==> src/rtl/ixc_capture_pkg.sv <==
// Shared types and constants for the 8-bit net snapshot reader.
package ixc_capture_pkg;

  // Capture controller states.
  typedef enum logic [1:0] {
    IDLE = 2'd0,
    BASE = 2'd1,
    RUN  = 2'd2
  } state_t;

  // Default geometry of the reader.
  localparam int CAP_WIDTH   = 8;
  localparam int CAP_DEPTH   = 4;
  localparam int CAP_STAMP_W = 16;

  // One buffered snapshot; the stamp sits in the upper bits.
  typedef struct packed {
    logic [CAP_STAMP_W-1:0] stamp;
    logic [CAP_WIDTH-1:0]   data;
  } entry_t;

  // Occupancy counters need one extra bit so that "full" (== DEPTH) fits.
  function automatic int level_w(input int depth);
    return $clog2(depth) + 1;
  endfunction

  localparam int CAP_LEVEL_W = $clog2(CAP_DEPTH) + 1;

endpackage

==> src/rtl/ixc_capture_fifo.sv <==
// First-word fall-through snapshot buffer. Pointers carry one extra bit
// above the index so that full and empty are told apart without a counter.
module ixc_capture_fifo
  import ixc_capture_pkg::*;
#(
  parameter int W     = $bits(entry_t),
  parameter int DEPTH = CAP_DEPTH,
  localparam int LW   = level_w(DEPTH),
  localparam int AW   = LW - 1
) (
  input  logic          clk,
  input  logic          rst,
  input  logic          i_push,
  input  logic [W-1:0]  i_wdata,
  input  logic          i_pop,
  output logic [W-1:0]  o_rdata,
  output logic [LW-1:0] o_level,
  output logic          o_full,
  output logic          o_empty
);

  logic [LW-1:0] r_wr_ptr;
  logic [LW-1:0] r_rd_ptr;
  logic [W-1:0]  r_mem [DEPTH];
  logic [AW-1:0] w_wr_idx;
  logic [AW-1:0] w_rd_idx;
  logic          w_do_push;
  logic          w_do_pop;
  logic [DEPTH-1:0] w_we;

  assign w_wr_idx = r_wr_ptr[AW-1:0];
  assign w_rd_idx = r_rd_ptr[AW-1:0];

  assign o_empty = (r_wr_ptr == r_rd_ptr);
  assign o_full  = (w_wr_idx == w_rd_idx) && (r_wr_ptr[AW] != r_rd_ptr[AW]);
  assign o_level = r_wr_ptr - r_rd_ptr;

  // A push into a full buffer is still accepted when the head leaves in the
  // same cycle: the freed slot is the one being written.
  assign w_do_pop  = i_pop && !o_empty;
  assign w_do_push = i_push && (!o_full || w_do_pop);

  // Head is read combinationally; it stays put until a pop moves r_rd_ptr.
  assign o_rdata = o_empty ? '0 : r_mem[w_rd_idx];

  // One write enable per slot.
  for (genvar gi = 0; gi < DEPTH; gi++) begin : g_we
    assign w_we[gi] = w_do_push && (w_wr_idx == AW'(gi));
  end

  // Pointer advance on accepted push/pop.
  always_ff @(posedge clk) begin
    if (rst) begin
      r_wr_ptr <= '0;
      r_rd_ptr <= '0;
    end else begin
      if (w_do_push) r_wr_ptr <= r_wr_ptr + LW'(1);
      if (w_do_pop)  r_rd_ptr <= r_rd_ptr + LW'(1);
    end
  end

  // Entry storage, cleared on reset so stale contents never leak out.
  always_ff @(posedge clk) begin
    if (rst) begin
      for (int i = 0; i < DEPTH; i++) r_mem[i] <= '0;
    end else begin
      for (int i = 0; i < DEPTH; i++) begin
        if (w_we[i]) r_mem[i] <= i_wdata;
      end
    end
  end

endmodule

==> src/rtl/ixc_capture_8.sv <==
// Snapshot reader for an 8-bit emulated net: request- or change-triggered
// captures, time-stamped and queued for the host readback stream.
module ixc_capture_8
  import ixc_capture_pkg::*;
#(
  parameter int WIDTH    = CAP_WIDTH,
  parameter int DEPTH    = CAP_DEPTH,
  parameter int STAMP_W  = CAP_STAMP_W,
  localparam int LEVEL_W = level_w(DEPTH)
) (
  input  logic               clk,
  input  logic               rst,
  input  logic [WIDTH-1:0]   R,
  input  logic               arm,
  input  logic               mode,
  input  logic               req,
  output logic [WIDTH-1:0]   out_data,
  output logic [STAMP_W-1:0] out_stamp,
  output logic               out_valid,
  input  logic               out_ready,
  output logic [LEVEL_W-1:0] level,
  output logic               overflow,
  input  logic               clr_ovf
);

  state_t               r_state;
  state_t               w_state_next;
  logic                 r_mode;
  logic [STAMP_W-1:0]   r_stamp;
  logic [WIDTH-1:0]     r_prev;
  logic                 r_overflow;
  logic                 w_capture;
  logic                 w_load_prev;
  logic                 w_full;
  logic                 w_empty;
  logic                 w_pop;
  logic                 w_drop;
  logic [STAMP_W+WIDTH-1:0] w_rdata;

  // FSM state register.
  always_ff @(posedge clk) begin
    if (rst) r_state <= IDLE;
    else     r_state <= w_state_next;
  end

  // Next state: disarming always returns to IDLE; BASE lasts one cycle.
  always_comb begin
    w_state_next = r_state;
    case (r_state)
      IDLE:    if (arm) w_state_next = BASE;
      BASE:    w_state_next = arm ? RUN : IDLE;
      RUN:     if (!arm) w_state_next = IDLE;
      default: w_state_next = IDLE;
    endcase
  end

  // Capture decision. Change mode takes an unconditional baseline in BASE,
  // then compares against the previous-value register every RUN cycle.
  always_comb begin
    w_capture   = 1'b0;
    w_load_prev = 1'b0;
    case (r_state)
      BASE, RUN: begin
        if (arm) begin
          if (r_mode) begin
            w_capture   = (r_state == BASE) || (R != r_prev);
            w_load_prev = 1'b1;
          end else begin
            w_capture   = req;
          end
        end
      end
      default: begin
        w_capture   = 1'b0;
        w_load_prev = 1'b0;
      end
    endcase
  end

  // Mode is only tracked while idle so an armed session keeps its mode.
  always_ff @(posedge clk) begin
    if (rst)                  r_mode <= 1'b0;
    else if (r_state == IDLE) r_mode <= mode;
  end

  // Free-running cycle stamp, wraps naturally.
  always_ff @(posedge clk) begin
    if (rst) r_stamp <= '0;
    else     r_stamp <= r_stamp + STAMP_W'(1);
  end

  // Previous net value for change detection.
  always_ff @(posedge clk) begin
    if (rst)              r_prev <= '0;
    else if (w_load_prev) r_prev <= R;
  end

  assign w_pop  = out_ready && !w_empty;
  assign w_drop = w_capture && w_full && !w_pop;

  // Sticky overflow; a new drop beats a clear in the same cycle.
  always_ff @(posedge clk) begin
    if (rst)          r_overflow <= 1'b0;
    else if (w_drop)  r_overflow <= 1'b1;
    else if (clr_ovf) r_overflow <= 1'b0;
  end

  ixc_capture_fifo #(
    .W     (STAMP_W + WIDTH),
    .DEPTH (DEPTH)
  ) u_fifo (
    .clk     (clk),
    .rst     (rst),
    .i_push  (w_capture),
    .i_wdata ({r_stamp, R}),
    .i_pop   (out_ready),
    .o_rdata (w_rdata),
    .o_level (level),
    .o_full  (w_full),
    .o_empty (w_empty)
  );

  assign out_valid = !w_empty;
  assign out_data  = w_rdata[WIDTH-1:0];
  assign out_stamp = w_rdata[STAMP_W+WIDTH-1:WIDTH];
  assign overflow  = r_overflow;

endmodule

==> config.mk <==
export PLATFORM = sky130hd
export DESIGN_NAME = ixc_capture_8
export DESIGN_NICKNAME = d
export VERILOG_FILES = /design/src/rtl/ixc_capture_pkg.sv /design/src/rtl/ixc_capture_fifo.sv /design/src/rtl/ixc_capture_8.sv
export SDC_FILE = /design/constraint.sdc
export NUM_CORES = 1
export LEC_CHECK = 0
export BUFFER_PORTS_ARGS = -buffer_cell sky130_fd_sc_hd__buf_2
export CAP_MARGIN = 15
export CORE_MARGIN = 4
export CORE_UTILIZATION = 65
export CTS_CLUSTER_SIZE = 8
export DETAILED_ROUTE_END_ITERATION = 10
export GPL_TIMING_DRIVEN = 1
export PLACE_DENSITY = 0.85
export SKIP_LAST_GASP = 1
export SYNTH_ARGS = -nofsm -noshare
export SYNTH_HDL_FRONTEND = slang
export SYNTH_SLANG_ARGS = --single-unit
export TNS_END_PERCENT = 20
==> constraint.sdc <==
create_clock -name clk -period 5.4 [get_ports clk]
set_clock_uncertainty 0.15 [all_clocks]
set_input_delay 0.54 -clock clk [delete_from_list [all_inputs] [get_ports clk]]
set_output_delay 0.54 -clock clk [all_outputs]
set_load 0.01 [all_outputs]
==> flow_summary.json <==
{
  "worst_slack_ns": 2.03,
  "timing.fmax_mhz": 297,
  "instances_no_fill": 637,
  "synth-seq-area-share": 0.583,
  "finalHoldViolCount": 0,
  "num_rows": 35,
  "start_util": 0.669,
  "hp-class": "in -> reg",
  "cts_hold_buf": 0,
  "dpl_worst_slack_ns": 2.29,
  "slowest_delay_ns": 0.73,
  "outcome": "completed",
  "crit_fanout": 27,
  "n_antenna_cell": 0,
  "antenna_found_initial": 0,
  "synth_seq_cells": 132,
  "ys_warn_count": 0,
  "clk_latency_ns": 0.51,
  "slowest_stage": "nand3_1",
  "worst_pin_slew_ns": 1.15,
  "cp_num_cells": 5,
  "synth_top_area_share": 0.466,
  "netlist_top_cells_area": "edfxtp_1, dfxtp_1, and2_1",
  "hp-start": "mode",
  "die_h_um": 106,
  "rsz0062_at_grt": "false",
  "drcViolationCount": 0,
  "grt_pass1_wl_um": 19500,
  "fillers": 546,
  "end_kind": "output port",
  "synth-edff-count": 96,
  "final_nets": 524,
  "r2r-start": "u_fifo.r_wr_ptr[0]$_SDFFE_PP0N_",
  "dr_total_vias": 3613,
  "p_leak_nw": 2.75,
  "grt_overflow": 0,
  "root_buffer": "clkbuf_8",
  "critical_path_required_ns": 4.71,
  "crit_arrival_ns": 2.68,
  "vias_per_cell": 5.67,
  "clk_pin_slew_worst_paths_ns": 0.06,
  "syn_area_mm2": 0.00618,
  "multi_input_area_mm2": 0.00239,
  "syn_to_final_growth_pct": 12.8,
  "die_w_um": 106,
  "grt_pass1_vias": 3811,
  "ant_nets": 0,
  "ctsResizeCount": 0,
  "htreeDepth": 4,
  "whs_ns": 0.121,
  "power_w": 0.00232,
  "r2r_end": "u_fifo.r_mem[0][4]$_SDFFCE_PN0P_",
  "synthTopCellsByCount": "and2_1, edfxtp_1, dfxtp_1, nor2_1, mux4_2",
  "grt_max_degree": 47,
  "ir_drop_v": 0.000272,
  "p_per_area_mw_per_mm2": 333,
  "synth_nets": 479,
  "crit_start": "u_fifo.r_wr_ptr[0]$_SDFFE_PP0N_",
  "ys.flop_type": "edfxtp_1",
  "period_share": 0.624,
  "drive_above_1_share": 0.230,
  "io_buffers": 43,
  "setup-tns-final_ns": 0,
  "syn_area_per_cell_um2": 13.7,
  "synthMostInstantiatedCell": "and2_1",
  "drv_slew": 0,
  "drtIter0Drc": 216,
  "ys_async_sr_fraction": 0,
  "critPathBufInv": 2,
  "drtPass1Iterations": 5,
  "postSynthCellCount": 452,
  "dp.cells": 604,
  "critPathTopFamily": "simple AND/OR/NAND/NOR gates",
  "die_area_mm2": 0.0111,
  "setup_viol": 0,
  "seq_area_mm2": 0.00360,
  "maxCapViolations": 0,
  "relSlewSlack": 0.235,
  "endpoint": "out_stamp[13]",
  "crit_chain": "inv_1 > ha_1 > nand3_1 > and2_1 > buf_2",
  "core_mm2": 0.00924,
  "cts_tree": "built",
  "cts_buffers": 17,
  "wire_per_inst_um": 18.9,
  "yosysUniqueCellTypes": 39,
  "critPathKind": "reg -> out",
  "io_pins": 44,
  "clk_path_buf_depth": 2,
  "post_cts_buffers": 0,
  "r2r_slack_ns": 2.32,
  "finalCriticalPeriod_ns": 3.37,
  "rr_worst_depth": 7,
  "yosys.area.top_type": "edfxtp_1",
  "grt.total_usage": 0.229,
  "gp_congestion": 0.765,
  "cts_sinks": 132,
  "cp-start-kind": "flip-flop",
  "hpwl_um": 6970,
  "routed_wl_um": 12000
}
cells in the final DEF, fill, tap and decap left out, types with 3 or more instances in the layout:
master / n
xor2_1: 7
a21oi_1: 8
and2_1: 106
nand2b_1: 5
a21o_1: 3
nand2_1: 7
clkinv_1: 6
clkbuf_1: 3
nand4_1: 3
nor2_1: 33
nor4b_4: 5
and2_4: 15
or3_1: 3
edfxtp_1: 96
clkinv_2: 3
ha_1: 11
buf_2: 43
dfxtp_1: 36
o21ai_0: 4
nor2b_1: 5
mux4_2: 24
mux2i_1: 10
inv_1: 12
nand3_1: 8
clkbuf_16: 16
xnor2_1: 13
power by group:
part           leakage [nW]  total (W)  switching, W  internal (W)
Clock                 0.243   0.000978      0.000387      0.000591
Combinational          1.22   0.000200      0.000113     0.0000876
Sequential             1.29    0.00114     0.0000174       0.00112
Total                  2.75    0.00232      0.000517       0.00180
flip-flops by register name (all words and copies together), names as in the netlist, named ones only:
name,count
r_state,2
u_fifo.r_mem,96
u_fifo.r_rd_ptr,3
r_stamp,16
overflow,1
u_fifo.r_wr_ptr,3
r_mode,1
r_prev,8
worst min-delay path: stages:
cell,delay (ns)
buf_2,0.08
mux2i_1,0.06
nor2_1,0.07
per-stage QoR:
step                       util  instance area, um^2
after floorplan               -                 6180
after global placement    0.696                 6430
after detailed placement  0.696                 6430
after CTS                 0.749                 6920
after global routing      0.754                 6970
final                     0.754                 6970
cell type report:
cell class                      count  share of cell area
Inverter                           12             0.00646
Timing Repair Buffer               48              0.0402
Clock inverter                     10             0.00969
Tap cell                          129              0.0232
Clock buffer                       20              0.0610
Multi-Input combinational cell    286               0.342
Sequential cell                   132               0.517
routing by layer:
metal,up-vias,wire [um],GRT usage
met5,-,0,0
met4,0,177,0.0703
met3,22,786,0.0600
met2,137,6330,0.393
met1,1777,4750,0.285
li1,1677,-,-
worst min path at each step:
stage                             to  slack [ns]  cells after the start
3_3_place_gp   overflow$_SDFFE_PP0P_        0.31                      2
2_1_floorplan  r_stamp[0]$_SDFF_PP0_        0.30                      1
3_5_place_dp   overflow$_SDFFE_PP0P_        0.32                      2
6_report         r_mode$_SDFFE_PP0P_        0.12                      3
4_1_cts          r_mode$_SDFFE_PP0P_        0.12                      3
5_1_grt        overflow$_SDFFE_PP0P_        0.16                      3
kinds of logic (layout without fill, tap and decap cells):
group,after synthesis,after routing,synth area share
flops,132,132,0.583
xor+xnor,20,20,0.0283
simple gates,200,200,0.207
mux,36,36,0.107
buf+inv,34,90,0.0308
fa+ha+maj,12,12,0.0255
compound gates,18,18,0.0180
Note: power is estimated with default switching activity, not from simulation.
